## src/rtl/hex_display_arbiter.sv

```systemverilog
// Round-robin arbiter that hands a shared 4-digit hex display to one of three
// requesters for a minimum hold time, then re-arbitrates without an idle gap.
module hex_display_arbiter #(
  parameter int unsigned HOLD_CYCLES = 32'd50000000,
  parameter int unsigned CNT_W       = 26
) (
  input  logic        clk,
  input  logic        rst_n,
  input  logic [2:0]  req,
  input  logic [15:0] data0,
  input  logic [15:0] data1,
  input  logic [15:0] data2,
  output logic [2:0]  ack,
  output logic [15:0] disp_data,
  output logic        disp_valid,
  output logic [1:0]  owner
);

  localparam logic [CNT_W-1:0] HoldLoad = CNT_W'(HOLD_CYCLES - 32'd1);

  typedef enum logic [0:0] {StIdle, StShow} state_e;

  state_e           r_state, w_state_next;
  logic [CNT_W-1:0] r_cnt, w_cnt_next;
  logic [1:0]       r_owner, w_owner_next;
  logic [15:0]      r_disp_data, w_disp_data_next;
  logic             r_disp_valid, w_disp_valid_next;
  logic [2:0]       r_ack, w_ack_next;

  logic             w_any;
  logic             w_grant;
  logic [1:0]       w_win;
  logic [15:0]      w_win_data;
  logic [15:0]      w_own_data;
  logic             w_own_req;

  // Round-robin winner: search starts just after the current owner, which ranks last.
  always_comb begin
    w_any = |req;
    w_win = 2'd0;
    case (r_owner)
      2'd0: begin
        if (req[1])      w_win = 2'd1;
        else if (req[2]) w_win = 2'd2;
        else             w_win = 2'd0;
      end
      2'd1: begin
        if (req[2])      w_win = 2'd2;
        else if (req[0]) w_win = 2'd0;
        else             w_win = 2'd1;
      end
      default: begin
        if (req[0])      w_win = 2'd0;
        else if (req[1]) w_win = 2'd1;
        else             w_win = 2'd2;
      end
    endcase
  end

  // Data muxes for the prospective winner and for the current owner.
  always_comb begin
    w_win_data = data0;
    case (w_win)
      2'd1:    w_win_data = data1;
      2'd2:    w_win_data = data2;
      default: w_win_data = data0;
    endcase
    w_own_data = data0;
    w_own_req  = req[0];
    case (r_owner)
      2'd1: begin
        w_own_data = data1;
        w_own_req  = req[1];
      end
      2'd2: begin
        w_own_data = data2;
        w_own_req  = req[2];
      end
      default: begin
        w_own_data = data0;
        w_own_req  = req[0];
      end
    endcase
  end

  // Next-state and output logic: grant from IDLE or at hold expiry, otherwise count down.
  always_comb begin
    w_state_next      = r_state;
    w_cnt_next        = r_cnt;
    w_owner_next      = r_owner;
    w_disp_data_next  = r_disp_data;
    w_disp_valid_next = r_disp_valid;
    w_ack_next        = 3'b000;
    w_grant           = 1'b0;

    case (r_state)
      StIdle: begin
        if (w_any) w_grant = 1'b1;
        else       w_disp_valid_next = 1'b0;
      end
      StShow: begin
        if (r_cnt != '0) begin
          // No preemption while the hold runs; a dropped request only freezes the value.
          w_cnt_next = r_cnt - 1'b1;
          if (w_own_req) w_disp_data_next = w_own_data;
        end else if (w_any) begin
          w_grant = 1'b1;
        end else begin
          w_state_next      = StIdle;
          w_disp_valid_next = 1'b0;
        end
      end
      default: begin
        w_state_next      = StIdle;
        w_disp_valid_next = 1'b0;
      end
    endcase

    if (w_grant) begin
      w_state_next      = StShow;
      w_owner_next      = w_win;
      w_disp_data_next  = w_win_data;
      w_disp_valid_next = 1'b1;
      w_cnt_next        = HoldLoad;
      w_ack_next        = 3'b001 << w_win;
    end
  end

  // State registers; owner resets to 2 so requester 0 wins first.
  always_ff @(posedge clk or negedge rst_n) begin
    if (!rst_n) begin
      r_state      <= StIdle;
      r_cnt        <= '0;
      r_owner      <= 2'd2;
      r_disp_data  <= 16'h0000;
      r_disp_valid <= 1'b0;
      r_ack        <= 3'b000;
    end else begin
      r_state      <= w_state_next;
      r_cnt        <= w_cnt_next;
      r_owner      <= w_owner_next;
      r_disp_data  <= w_disp_data_next;
      r_disp_valid <= w_disp_valid_next;
      r_ack        <= w_ack_next;
    end
  end

  assign ack        = r_ack;
  assign disp_data  = r_disp_data;
  assign disp_valid = r_disp_valid;
  assign owner      = r_owner;

endmodule

```

## config.mk

```make
export PLATFORM = sky130hd
export DESIGN_NAME = hex_display_arbiter
export DESIGN_NICKNAME = d
export VERILOG_FILES = /design/src/rtl/hex_display_arbiter.sv
export SDC_FILE = /design/constraint.sdc
export NUM_CORES = 1
export LEC_CHECK = 0
export CORE_ASPECT_RATIO = 1.75
export CORE_UTILIZATION = 40
export CTS_BUF_LIST = sky130_fd_sc_hd__clkbuf_4
export DETAILED_ROUTE_END_ITERATION = 10
export GPL_ROUTABILITY_DRIVEN = 0
export HOLD_SLACK_MARGIN = 0.03
export PLACE_DENSITY = 0.66
export SETUP_SLACK_MARGIN = 0.02
export SYNTH_ARGS = -nofsm -noshare
export SYNTH_HDL_FRONTEND = slang
export SYNTH_SLANG_ARGS = --single-unit
```

## constraint.sdc

```tcl
create_clock -name clk -period 5.05 [get_ports clk]
set_clock_uncertainty 0.05 [all_clocks]
set_input_delay 1.01 -clock clk [delete_from_list [all_inputs] [get_ports clk]]
set_output_delay 1.01 -clock clk [all_outputs]
set_load 0.05 [all_outputs]
```

# After elaboration in Yosys (flattened, before gate mapping)
# Index checks and enable logic that the tools add are counted.
# totals
regBits	49
inputBits	53
elab_cells	50
# op_classes
add_sub_neg	1
eq_ne	5
shifts	1
mux	28
bitwise_logic	1
reduce_logical	8
# op_table
cell	n
two-way mux 26 bit	3
two-way mux 16 bit	4
one-hot mux 16 bit (2 select lines)	2
nonzero test 26 bit	1
subtractor 26 x 1 -> 26 bit (second input constant)	1
two-way mux 2 bit	5
two-way mux 1 bit	9
one-hot mux 1 bit (2 select lines)	3
nonzero test 2 bit	3
equality test 2 x 1 -> 1 bit (second input constant)	2
equality test 2 bit (second input constant)	2
one-hot mux 2 bit (2 select lines)	1
two-way mux 3 bit	1
inequality test 3 bit (second input constant)	1
AND reduction 3 bit	1
OR reduction 3 bit	1
<< shifter 1 x 2 -> 3 bit (first input constant)	1
zero test 2 bit	1
AND reduction 2 bit	1
inverter 1 bit	1

# Depth between registers and ports, before layout
# logic_depth
depth_word	6
mapped_depth	13

# Worst setup path after synthesis
# No wires, ideal clock.
# synth_timing
path_kind	register -> register
startpoint	reg r_owner[1] (netlist: owner[1])
endpoint	reg r_disp_data[10] (netlist: disp_data[10])
setup_ps	87
t_arrival_ps	2623
required_ps	4913
slack_ps	2290
path_stages_with_launch	13
path_buffers	3
period_less_slack_ps	2760
path_cell_list	dfstp_2 > inv_1 > ha_1 > clkbuf_1 > a21o_1 > a21oi_1 > ha_1 > clkbuf_1 > clkbuf_1 > a22oi_1 > nand2_1 > o21ai_0 > a22oi_1
# synth_via
elab_chain_cells	6
word_cells_on_any_way	15
classes_between	4 x eq/ne; 8 x mux; 3 x reduce/logical
# synth_lines
item	line_no	text
start, declared	25	logic [1:0] r_owner, w_owner_next;
start signal, assigned	141	r_owner <= w_owner_next;
equality test 2 bit or equality test 2 x 1 -> 1 bit (tied branches)	70, 41	
one-hot mux 16 bit (2 select lines)	70	case (r_owner)
two-way mux 16 bit	105	if (w_own_req) w_disp_data_next = w_own_data;
two-way mux 16 bit	102	if (r_cnt != '0) begin
two-way mux 16 bit	96	case (r_state)
two-way mux 16 bit	119	if (w_grant) begin
end signal, assigned	142	r_disp_data <= w_disp_data_next;
end, declared	26	logic [15:0] r_disp_data, w_disp_data_next;
# Parallel ways exist; a longest one is shown, timed or not. The select of a mux whose other input is x is not followed.
# A chain may end at the register's enable or synchronous reset.

# Worst setup path in the final report
# layout_timing
startpoint	reg r_owner[1] (netlist: owner[1])
endpoint	reg r_disp_data[11] (netlist: disp_data[11])
# The elaborated chain is that of the path after synthesis.

==> run summary <==
Commonest cells after routing, fill and taps aside: clkdlybuf4s50_1 (73), a22oi_1 (50), dfrtp_1 (48)
Fin. Hold Viols: 0
Most common cell after layout, fill and taps aside: clkdlybuf4s50_1
CP Capture Type: register
Postcts setup bufs: 0
Type of origin of the critical path: register
Placed Cells incl. Taps: 508
Maximum clock insertion buffer count: 2
Ys Warns: 0
Crit Reg-Reg Endpoint: disp_data[11]
Reg-to-Reg Start: owner[1]
Pins Over Slew Limit: 0
Vias per inst: 5.94
Max_cap viols: 0
Post-synth EDFFs: 0
Syn Inst Count: 372
Sequential share of the synthesized area: 38.6%
Post-route DRC: 0
Post_cts resized: 0
Area of the die: 8330 um2
Crit. Startpoint: owner[1]
Largest net degree at the start of global routing: 50
Clk root buf: clkbuf_4
Row Count: 42
Antenna viol nets, final: 0
Fin cells: 516
CP endpoint: disp_data[11]
Main synth FF type: dfrtp_1
Dpl hpwl: 6280 um
RSZ-0062 raised after global routing: no
Worst EP required: 5.31 ns
Final setup vio count: 0
Cells on worst reg2reg path: 7
Fillers: 701
DR WL/cell: 17.0 um
Core area: 7620 um2
Synth area leaders: dfrtp_1 (38%), a22oi_1 (12%), a21oi_1 (6.4%), nand2_1 (5.4%), o21ai_0 (3.5%)
Worst rel slew slack: 30.0%
Multi-input combinational cell area: 1780 um2
Worst Path Class, Setup: register to register
Mean post-synth cell area: 8.56 um2
Yosys top cell area share: 37.7%
Number of global-route vias before repair: 3039
H-tree Lvls: 2
Arrival time worst endpoint: 3.65 ns
Die X: 69.4 um
Synth Net Count: 433
Initial DRC count: 209
Num CTS Buffers: 5
Yosys reg bits: 49
Die Height: 120 um
Clk sinks: 49
Library cells used by synthesis: 47
Setup TNS: 0 ns
Crit share post-route: 67.1%
Flop2flop setup slack: 1.66 ns
Detailed Route WL: 8760 um
Leakage: 1.58 nW
Initial core utilization: 41.8%
Maximum vdd drop: 0.000218 V
Power per cell area: 274 nW/um2
Max Fclk: 0.295 GHz
Mapped Area: 3180 um2
Clk_lat worst skew: 0.39 ns
Number of port buffers: 74
Initial DRT Pass Iterations: 4
CTS tree: done
Cell taking the most area after synthesis: dfrtp_1
Initial antenna violation count: 1
Share of layout cells above drive strength 1: 5.39%
Clk pin slew, worst setup/hold paths: 0.14 ns
P&R area growth vs syn: 24.9%
Crit-path max FO: 34
Layout Nets: 488
Actual slew at the worst max-slew pin: 1.05 ns
First-pass GRT wire length: 14700 um
Vias: 3066
Global Route Usage Sum: 22.0%
# IOs: 75
HP Class: register to register
CTS Hold Buffers Added: 0
Total grt overflow: 0
Fin crit period: 3.39 ns
Register area: 1230 um2
Status: completed
Ys async rst share: 100%
==> cell usage after synthesis (4+ instances only) <==
master     n
a211oi_1   4
a31oi_1    5
mux2i_1    9
nand3_1    4
and2_1     4
a21oi_1   41
nor3_1    10
nand2_1   46
clkbuf_1  18
or4_1      4
buf_2      4
ha_1       8
inv_1      9
or3_1      6
a22oi_1   50
dfrtp_1   48
nor4_1    10
nor2_1    29
o21ai_0   22
==> how the worst min path moves through the flow <==
stage | startpoint | to | slack (ns) | cells after the start
after global placement | disp_valid | disp_valid | 0.43 | 1
final | r_cnt[19] | r_cnt[19] | 0.45 | 1
after floorplan | r_cnt[4] | r_cnt[4] | 0.41 | 1
after CTS | r_cnt[19] | r_cnt[19] | 0.46 | 1
after detailed placement | disp_valid | disp_valid | 0.44 | 1
after global routing | disp_valid | disp_valid | 0.48 | 1
==> where the power goes <==
part           internal [mW]  total [mW]  switching, mW
registers              0.428       0.456         0.0277
logic                  0.155       0.402          0.248
clock network          0.101       0.231          0.130
total                  0.684        1.09          0.405
==> flip-flops by register name (all words and copies together) (netlist names) <==
register,count
ack,3
owner,2
disp_data,16
r_state,1
r_cnt,26
disp_valid,1
==> critical path, stage by stage, from the launching register on <==
cell,delay [ns]
dfstp_2,0.59
inv_1,0.07
ha_1,0.98
nor2_1,0.11
a221oi_1,0.38
a21boi_2,0.75
a21oi_1,0.14
a22oi_1,0.23
==> layer usage <==
layer	global-route usage (%)	share of wire, %	vias to the layer above
met2	40.7	54	88
met3	3.02	3.8	16
met5	0	0	-
li1	-	-	1497
met1	24.6	39	1465
met4	9.57	2.9	0
==> metrics by stage <==
step | total power [mW] | setup slack (ns) | area (um2) | hold WS (ns) | util (%)
2_1_floorplan | 0.708 | 2.29 | 3180 | 0.411 | -
3_3_place_gp | 0.862 | 1.62 | 3900 | 0.427 | 51.2
3_5_place_dp | 0.866 | 1.60 | 3900 | 0.438 | 51.2
4_1_cts | 1.10 | 1.68 | 3970 | 0.462 | 52.1
5_1_grt | 1.14 | 1.44 | 3980 | 0.481 | 52.2
6_report | 1.09 | 1.66 | 3980 | 0.454 | 52.2
==> final cells by class <==
type	count	share of cell area, %
antenna	1	0.0630
clock buffer	5	0.944
clock inverter	2	0.881
inverter	9	0.850
multi-input combinational	286	44.7
sequential	49	30.9
tap	88	2.77
timing repair buffer	76	18.9
==> cell families after synthesis <==
| family | after synthesis | synth area share, % |
|---|---|---|
| DFF | 49 | 38.6 |
| and+or+nand+nor | 127 | 20.8 |
| muxes | 11 | 3.54 |
| AOI/OAI and AO/OA | 138 | 27.9 |
| buffers and inverters | 37 | 5.58 |
| adders and majority gates | 8 | 3.14 |
| xor gates and xnor gates | 2 | 0.550 |
No activity file was read; power rests on OpenSTA's default activity.
==> RTL edit 1, RTL diff (same flow settings) <==
Set the parameter `CNT_W` to 30 (it was 26).
--- a/src/rtl/hex_display_arbiter.sv
+++ b/src/rtl/hex_display_arbiter.sv
@@ -4,3 +4,3 @@
   parameter int unsigned HOLD_CYCLES = 32'd50000000,
-  parameter int unsigned CNT_W       = 26
+  parameter int unsigned CNT_W       = 30
 ) (
Behaviour: same outputs for any inputs over 10 cycles, from zero or initial values and one cycle with rst_n low; that may be too few to reach the edited logic, so the function may still have changed.
==> RTL edit 1 against the unedited design <==
Wire length increased by 17%; power grew 12%; sequential share of layout area shrank 0.76 points; worst hold slack got worse by 0.025 ns; cell count rose by 17%; sequential cell count increased by 4; clock power down 12%; utilization is 1.3 points lower; design area increased by 11%; via count is 18% higher; count of clock-buffer cells in the layout increased by 3; worst setup slack got worse by 0.048 ns; area after synthesis up 12%; largest cell class unchanged; highest routed layer unchanged.
==> RTL edit 1: results (changes against the unedited design) <==
Status
  • Outcome: completed

Placement
  • Number of placed cells counting well taps: 596 (+17%)
  • DP Worst Slack: 1.46 ns (-0.143 ns)
  • Post-placement cell area: 4350 um2 (+11%)

Cells and area
  • Layout net count: 547 (+12%)
  • Max FFs per register: 30 (+15%)
  • Layout cell share with drive strength beyond 1: 5.54% (+0.16 points)

Drt
  • Total routed wirelength: 10,200 um (+17%)
  • Via density: 5.99 (+0.78%)
  • Violation count after the first detailed-route iteration: 144 (-31%)
  • Number of iterations in the first detailed-routing pass: 5 (+1)
  • Total via count in the routed design: 3,623 (+18%)

Global route
  • Maximum number of pins on one net before global-route repair: 54 (+8.0%)
  • Global-route wire length before repair: 16,600 um (+13%)
  • Met2 track utilization from global routing: 41.0% (+0.30 points)
  • Met1 capacity usage during global routing: 24.9% (+0.33 points)
  • Met3 track demand over resource in global routing: 2.21% (-0.81 points)
  • Overall routing resource usage: 22.7% (+0.73 points)
  • Number of global-route vias before repair: 3,520 (+16%)

Worst setup path
  • Category of cells accounting for the largest share of critical-path delay: simple AND/OR/NAND/NOR gates
  • Worst Reg-to-Reg Cells: 7 (unchanged)
  • Worst flop-to-flop path startpoint: r_cnt[0]$_DFFE_PN0P_
  • Worst Path Max Fanout: 22 (-35%)
  • Slowest-stage cell, CP: or4_1
  • Flop-to-flop setup slack: 1.61 ns (-0.05 ns)
  • Endpoint of the most critical register-to-register path: r_cnt[24]$_DFFE_PN0P_
  • Crit path largest cell delay: 0.73 ns (-0.25 ns)

Min path
  • Hold path startpoint: r_cnt[29]$_DFFE_PN0P_
  • Worst Hold Path EP: r_cnt[29]$_DFFE_PN0P_

Power and ir drop
  • Worst IR drop on VDD: 102 uV (-53%)
  • Leakage power: 1.62 nW (+2.8%)

STA
  • Hold slack: 0.430 ns (-0.0250 ns)
  • Transition at the pin with the smallest max-transition slack: 1.02 ns (-0.0322 ns)

Yosys
  • Share of synthesized cell area in full adder, half adder and majority cells: 2.80% (-0.34 points)
  • Mapped Nets: 496 (+15%)
  • Fraction of the mapped netlist area in compound gates: 26.8% (-1.0 points)
  • List of most frequent post-synthesis cells: 53 x a21oi_1, 52 x dfrtp_1, 47 x nor2_1
  • Sequential fraction of the synthesis area: 37.2% (-1.4 points)
  • Xor and xnor fraction of the mapped netlist area: 1.23% (+0.68 points)
  • Mux share of post-synthesis cell area: 4.49% (+0.95 points)
  • Gate Count Post-Synth: 435 (+17%)
RTL edit 1: routing by layer:
layer | wire [um] | share of wire [%] | vias up
li1 | - | - | 1751
met1 | 3880 | 38 | 1720
met2 | 5540 | 54 | 124
met3 | 375 | 3.7 | 28
met4 | 436 | 4.3 | 0
met5 | 0 | 0 | -
RTL edit 1: final cells by class:
| cell class | instances | area [um2] |
|---|---|---|
| well taps | 117 | 146 |
| diodes | 1 | 2.50 |
| multi-input cells | 337 | 2060 |
| clock buffers | 8 | 60.1 |
| flip-flops and latches | 53 | 1330 |
| repair buffers | 80 | 781 |
| fillers | 898 | 4260 |
| inverters | 9 | 33.8 |
RTL edit 1: report_power, final:
part	total, W	leakage, nW	internal [W]	switching [W]
clock network	0.000203	0.0368	0.0000719	0.000131
registers	0.000556	0.620	0.000488	0.0000677
logic	0.000459	0.967	0.000190	0.000269
RTL edit 1: worst max-delay path by stage:
stage | endpoint | depth (start not counted) | startpoint | slack [ns]
final | r_cnt[24]$_DFFE_PN0P_ | 7 | r_cnt[0]$_DFFE_PN0P_ | 1.61
after detailed placement | disp_data[10]$_DFFE_PN0P_ | 10 | req[0] | 1.46
after CTS | r_cnt[24]$_DFFE_PN0P_ | 7 | r_cnt[0]$_DFFE_PN0P_ | 1.62
after global placement | disp_data[9]$_DFFE_PN0P_ | 9 | req[0] | 1.53
after global routing | r_cnt[24]$_DFFE_PN0P_ | 7 | r_cnt[0]$_DFFE_PN0P_ | 1.53
after floorplan | disp_data[10]$_DFFE_PN0P_ | 13 | owner[0]$_DFFE_PN0N_ | 2.21
==> RTL edit 2, RTL diff (config.mk and constraints unchanged) <==
Without the edit above. Reset style: synchronous (`rst_n`), changed in one clocked block.
--- a/src/rtl/hex_display_arbiter.sv
+++ b/src/rtl/hex_display_arbiter.sv
@@ -129,3 +129,3 @@
   // State registers; owner resets to 2 so requester 0 wins first.
-  always_ff @(posedge clk or negedge rst_n) begin
+  always_ff @(posedge clk) begin
     if (!rst_n) begin
Function: differs if rst_n is asserted again (counterexample within 4 cycles, from zero or initial values and one cycle with rst_n low); with rst_n held inactive, the same outputs for 10 cycles.
==> RTL edit 2 against the unedited design <==
Wire length up 3.3%; non-clock buffer count down 1; worst setup slack worse by 0.0015 ns; design area down 3.0%; utilization down 0.87 points; sequential cell count unchanged; power down 2.8%; area after synthesis down 2.8%; highest routed layer unchanged.
==> RTL edit 2: results (changes against the unedited design) <==
STA
  • Hold slack: 0.439 ns (-0.0155 ns)
  • Post-route fraction of the period consumed by the critical path: 67.2% (about the same)

Worst setup path
  • Worst flop-to-flop path startpoint: owner[1]$_SDFFE_PN1P_
  • Endpoint of the most critical register-to-register path: disp_data[2]$_SDFFE_PN0P_
  • Worst endpoint data arrival time: 3.59 ns (-0.06 ns)
  • Worst Path Max Fanout: 32 (-5.9%)
  • Worst Reg-to-Reg Cells: 8 (+1)

Yosys
  • Fraction of registers with async set or reset after synthesis: 0% (-100 points)
  • Mapped Nets: 447 (+3.2%)
  • Sequential fraction of the synthesis area: 31.7% (-6.8 points)
  • Dominant cells by area after synthesis: dfxtp_1 32%, a22oi_1 8.5%, o21ai_0 6.3%
  • List of most frequent post-synthesis cells: 49 x dfxtp_1, 39 x o21ai_0, 38 x nand2_1

Drt
  • Total via count in the routed design: 3,311 (+8.0%)
  • Violation count after the first detailed-route iteration: 238 (+14%)
  • Number of iterations in the first detailed-routing pass: 5 (+1)
  • Detail-routed net length per standard cell: 17.1 um (+1.0%)

Cells and area
  • Layout net count: 498 (+2.0%)

Placement
  • Post-placement cell area: 3790 um2 (-2.8%)

Power and ir drop
  • Switching portion of total power: 39.8% (+2.6 points)
  • Internal power summed over all cells: 0.000638 W (-6.8%)
  • Worst IR drop on VDD: 142 uV (-35%)
  • Leakage power: 1.35 nW (-15%)
  • Clk power: 0.000205 W (-11%)

Status
  • Outcome: completed

Global route
  • Overall routing resource usage: 24.4% (+2.4 points)
  • Maximum number of pins on one net before global-route repair: 35 (-30%)
  • Global-route wire length before repair: 15,200 um (+3.2%)

Min path
  • Worst Hold Path EP: disp_data[15]$_SDFFE_PN0P_

Clock network
  • Worst skew pair latency: 0.42 ns (+0.03 ns)
RTL edit 2: cell types whose count changed after synthesis, sizes merged, moves of 9 or more:
cell / delta
a211o: +11
a211oi: +10
a21oi: -26
a22oi: -15
dfrtp: -48
dfxtp: +49
mux2i: -9
o21ai: +19
RTL edit 2: area by class of cell:
type                       count  area (um2)
fill                         747        3660
timing repair buffer          75         748
clock inverter                 3        25.0
antenna                        1        2.50
multi-input combinational    296        1910
clock buffer                   5        37.5
tap                           88         110
sequential                    49         981
inverter                      11        41.3
RTL edit 2: kinds of logic after synthesis:
kind of cell               Yosys count  share of synthesized area, %
AOI/OAI and AO/OA                  160                          36.9
buffers and inverters               42                          6.67
adders and majority gates            7                          2.83
xor gates and xnor gates             2                         0.566
DFF                                 49                          31.7
and+or+nand+nor                    127                          21.3
RTL edit 2: routing by layer:
layer	share of wire, %	vias up	wire, um	GRT usage, %
met2	52	123	4750	42.2
met1	40	1583	3630	28.4
li1	-	1592	-	-
met5	0	-	0	0
met4	2.5	0	222	10.8
met3	5.0	13	449	3.19
RTL edit 2: worst max-delay path by stage:
stage,from,endpoint,depth (start not counted)
after detailed placement,req[1],disp_data[14]$_SDFFE_PN0P_,7
after CTS,req[1],disp_data[0]$_SDFFE_PN0P_,7
after floorplan,owner[1]$_SDFFE_PN1P_,disp_data[10]$_SDFFE_PN0P_,12
after global routing,req[1],disp_data[3]$_SDFFE_PN0P_,9
final,req[1],disp_data[2]$_SDFFE_PN0P_,9
after global placement,req[2],disp_data[9]$_SDFFE_PN0P_,7
RTL edit 2: worst min-delay path, delay by kind of cell (launching register included):
| family | cells | cell delay [ns] |
|---|---|---|
| compound gates | 1 | 0.06 |
| simple gates | 1 | 0.06 |
| flops | 1 | 0.34 |
